**src/rtl/seq_detect.sv**
```systemverilog
// Serial detector for the bit pattern 10010 (first-received bit first), with overlap.
// The state records the longest matched prefix; the match flag is registered.
module seq_detect (
  input  logic clk,
  input  logic rst_n,
  input  logic din,
  input  logic din_vld,
  output logic result
);

  localparam logic [2:0] S0 = 3'd0;  // no prefix
  localparam logic [2:0] S1 = 3'd1;  // "1"
  localparam logic [2:0] S2 = 3'd2;  // "10"
  localparam logic [2:0] S3 = 3'd3;  // "100"
  localparam logic [2:0] S4 = 3'd4;  // "1001"

  logic [2:0] state_q, state_d;
  logic       result_q, result_d;

  always_comb begin
    state_d  = state_q;
    result_d = 1'b0;
    if (din_vld) begin
      case (state_q)
        S0: state_d = din ? S1 : S0;
        S1: state_d = din ? S1 : S2;
        S2: state_d = din ? S1 : S3;
        S3: state_d = din ? S4 : S0;
        S4: begin
          // A match keeps the trailing "10" so overlapping patterns are seen.
          state_d  = din ? S1 : S2;
          result_d = ~din;
        end
        default: state_d = S0;
      endcase
    end
  end

  always_ff @(posedge clk or negedge rst_n) begin
    if (!rst_n) begin
      state_q  <= S0;
      result_q <= 1'b0;
    end else begin
      state_q  <= state_d;
      result_q <= result_d;
    end
  end

  assign result = result_q;

endmodule

```
**config.mk**
```make
export PLATFORM = sky130hd
export DESIGN_NAME = seq_detect
export DESIGN_NICKNAME = d
export VERILOG_FILES = /design/src/rtl/seq_detect.sv
export SDC_FILE = /design/constraint.sdc
export NUM_CORES = 1
export LEC_CHECK = 0
export CORE_AREA = 2 2 39 41
export DETAILED_ROUTE_END_ITERATION = 16
export DIE_AREA = 0 0 41 43
export DONT_BUFFER_PORTS = 1
export PLACE_DENSITY = 0.34
export SYNTH_ARGS = -nofsm -noshare
export SYNTH_HDL_FRONTEND = slang
export SYNTH_SLANG_ARGS = --single-unit
```
**constraint.sdc**
```tcl
create_clock -name clk -period 1.2 [get_ports clk]
set_input_delay 0.24 -clock clk [delete_from_list [all_inputs] [get_ports clk]]
set_output_delay 0.24 -clock clk [all_outputs]
set_load 0.005 [all_outputs]
```
; Yosys cells after proc, flatten, opt, wreduce, memory -nomap -nowiden
; Index checks and enable logic that the tools add are counted.
[totals]
reg_bits = 4
latchBits = 0
ram_bits = 0
rom_bits = 0
in_bits = 4
elab_cells = 16
n_memories = 0
[op_classes]
addsub = 0
mul = 0
div_mod_pow = 0
n_lt_le_gt_ge = 0
eq_ne = 4
n_shift = 0
n_mux = 7
n_bitwise = 1
reduce_logical = 2
[ops]
columns = operator, n
row1 = $pmux 3 s4, 1
row2 = $eq 3x2->1 const B, 2
row3 = $mux 2, 2
row4 = $eq 3x1->1 const B, 1
row5 = $eq 3x3->1 const B, 1
row6 = $logic_not 3->1, 1
row7 = $mux 1, 3
row8 = $mux 3, 1
row9 = $reduce_or 2->1, 1
row10 = $not 1->1, 1

; Logic depth before layout (Yosys ltp)
; Gate-level depths: netlist of the first run.
[logic_depth]
word_depth = 3
ltp_mapped = 3

; Worst setup path after synthesis of the first run
; Ideal clock, no wire load.
[synth_timing]
path_type = reg2reg
from = register state_q[0]
to = register state_q[1]
setup_time_ns = 0.121
arrival_time_ns = 0.854
slack_ns = 0.225
path_stages_with_launch = 3
period_less_slack_ns = 0.975
cell_sequence = dfrtp_1 > xor2_1 > a32o_2
[synth_via]
elab_chain_cells = 3
[synth_rtl]
columns = element, line
row1 = "start, declared", 17  ; logic [2:0] state_q, state_d;
row2 = "start signal, assigned", 44  ; state_q <= state_d;
row3 = $eq 3x3->1 or $eq 3x1->1 (tied branches), 24  ; case (state_q)
row4 = $reduce_or 2->1 (no source line), --
row5 = $pmux 3 s4 *, 24
; Every way passes the cells marked *; elsewhere a longest branch is shown, timed or not.
; A chain may end at the register's enable or synchronous reset.

; Worst setup path in the final report of the first run
; Ends and elaborated chain as after synthesis.

==> results by group, run 1 <==
Worst setup path
  – Register-to-Register Path Depth: 2
  – Critical Path Source: state_q[0]
  – Crit path to: state_q[1]
  – Reg2reg end: state_q[1]
  – Worst R2R Start: state_q[0]
  – Worst Setup End Kind: flop
  – Data arrival time of the critical path: 1.14 ns
  – Crit path launch type: flop
  – Worst EP required: 1.32 ns
  – Crit Path Category: reg -> reg
  – Peak fanout along the critical path: 6
  – R2R Setup Slk: 0.18 ns

Synthesis
  – Mean area per synthesized cell: 10.9 sq um
  – Yosys cell types: 14
  – Mapped Nets: 23
  – Seq cells post-synth: 4
  – Mapped Cells: 19
  – Mapped cell area: 208 sq um
  – Synth warn: 0
  – Sequential share of the synthesized area: 0.482

Detailed routing
  – Drt wl/cell: 9.62 um
  – Final ANT Viol Nets: 0
  – Initial DRC Count: 5
  – Drt pass-1 iters: 2
  – Max layer used: met3
  – Detail Route met2 WL: 141 um
  – Via-to-Cell Ratio: 4.05
  – DR vias: 158
  – DRC Markers: 0
  – Post-Route WL: 375 um
  – Met1 WL: 200 um
  – Metal3 WL: 33 um

Placed design
  – DP Wirelength: 292 um
  – Pre-CTS setup slack: 0.174 ns
  – IO buf count: 0
  – Placed cells: 35
  – Gpl congestion: 0.642

Pwr
  – Leak: 0.121 nW
  – Peak VDD IR: 0.000635 V
  – Pwr Total: 0.000548 W
  – PwrDens: 2100 mW/mm^2

STA
  – Count of final max-slew check failures: 0
  – Final Critical Period: 1.02 ns
  – WHS: 0.110 ns
  – Final Worst Setup Slack: 0.176 ns
  – RSZ-0062 raised after global routing: no
  – Worst Skew: 0.00203 ns
  – Endpoints failing hold: 0
  – F_max: 0.977 GHz
  – Worst slew pin tran: 0.259 ns
  – Final setup fails: 0
  – Setup tns final: 0 ns
  – Crit share post-route: 0.853
  – Max_slew headroom: 0.828

Global route
  – All-Layer GR Usage: 0.0603
  – Grt total ovfl: 0
  – Vias in the first global route: 156
  – Initial antenna violation count: 0
  – Largest net degree at the start of global routing: 7
  – First-pass GRT wire length: 676 um

Layout
  – Filler cells: 150
  – Antenna Cells: 0
  – Non-Filler Instances: 39
  – Layout cells sized above 1: 0.261
  – Nets: 29
  – Synth-to-layout area growth: 25.3%

Clocking
  – Clock transition at path regs: 0.04 ns
  – # hold bufs at CTS: 1
  – TritonCTS Sinks: 4
  – # H-tree levels: 1
  – CTS buffer count: 3
  – CTS tree: done
  – Resized Gates After CTS: 0
  – Post-CTS setup repair buffer count: 0
  – CTS Root Cell: clkbuf_4
  – Clk_lat worst skew: 0.23 ns
  – Clk buf depth: 2

Floorplanning
  – Die height: 43 um
  – Top Ports: 5
  – Starting Density: 0.150
  – Die area: 0.00176 sq mm
  – # rows: 14
  – CORE AREA: 0.00138 sq mm
  – DIE WIDTH: 41 um

Worst hold path
  – Hold Path Class: in -> reg
  – Hold wc startpoint: din_vld

Job
  – Count of max-cap constraint violations: 0

Outcome
  – Status: finished, final reports clean
[logic make-up after synthesis]
logic type,synth area share
AO/OA/AOI/OAI,0.223
XOR/XNOR,0.0422
buffers and inverters,0.0362
flip-flops,0.482
AND/OR/NAND/NOR,0.217
[how the worst min path moves through the flow]
stage	cells after the start	slack, ns	to
after floorplan	0	-0.06	result
after global placement	0	-0.06	state_q[1]
after detailed placement	0	-0.06	state_q[1]
after CTS	1	0.10	state_q[2]
after global routing	1	0.11	state_q[2]
final	1	0.11	state_q[2]
[power by group]
part           total [W]  switching (W)  internal, W
registers       0.000245      0.0000695     0.000176
logic           0.000140      0.0000558    0.0000839
clock network   0.000163      0.0000512     0.000112
total           0.000548       0.000176     0.000371
[routing by layer]
layer	track usage	vias to the layer above
li1	-	78
met1	0.0839	74
met2	0.0594	6
met3	0.0628	0
met4	0.0200	0
met5	0	-
[cell type report]
class | instances | area [sq um] | share of cell area
Sequential cell | 4 | 100 | 0.385
Multi-Input combinational cell | 13 | 100 | 0.385
Clock buffer | 3 | 22.5 | 0.0865
Tap cell | 16 | 20.0 | 0.0769
Timing Repair Buffer | 1 | 10.0 | 0.0385
Inverter | 2 | 7.51 | 0.0288
[layout by cell type (no fill, tap or decap), drive strengths merged]
master,instances
nor2b,1
xor2,1
o22ai,1
inv,2
o31ai,1
and3,1
dfrtp,4
o311ai,1
clkbuf,3
nand3,2
nor2,1
dlygate4sd3,1
or2b,1
a21oi,1
a32o,1
nand2,1
[registers in the layout, indices dropped and copies added (netlist names)]
register / count
result: 1
state_q: 3
[critical path, stage by stage (launching register included)]
cell     delay (ns)
dfrtp_1        0.46
xor2_1         0.19
a32o_2         0.26
[synth_stat cells (all sizes together)]
library cell,number,share of area
dfrtp,4,0.48
and3,1,0.030
xor2,1,0.042
o22ai,1,0.030
nor2,1,0.018
inv,2,0.036
nor2b,1,0.066
nand3,2,0.048
a32o,1,0.054
or2b,1,0.036
o311ai,1,0.078
o31ai,1,0.036
a21oi,1,0.024
nand2,1,0.018
[stage by stage]
stage	utilization	area (sq um)
4_1_cts	0.188	260
3_5_place_dp	0.165	228
6_report	0.188	260
3_3_place_gp	0.165	228
2_1_floorplan	-	208
5_1_grt	0.188	260
Note: power is estimated with default switching activity, not from simulation.
==> inputs of run 2 (changes only) <==
--- a/config.mk
+++ b/config.mk
@@ -13,3 +13,4 @@
 export SYNTH_ARGS = -nofsm -noshare
 export SYNTH_HDL_FRONTEND = slang
 export SYNTH_SLANG_ARGS = --single-unit
+export TNS_END_PERCENT = 50
==> results of run 2 <==
No change in the layout: final DEF, timing and power equal those of run 1.
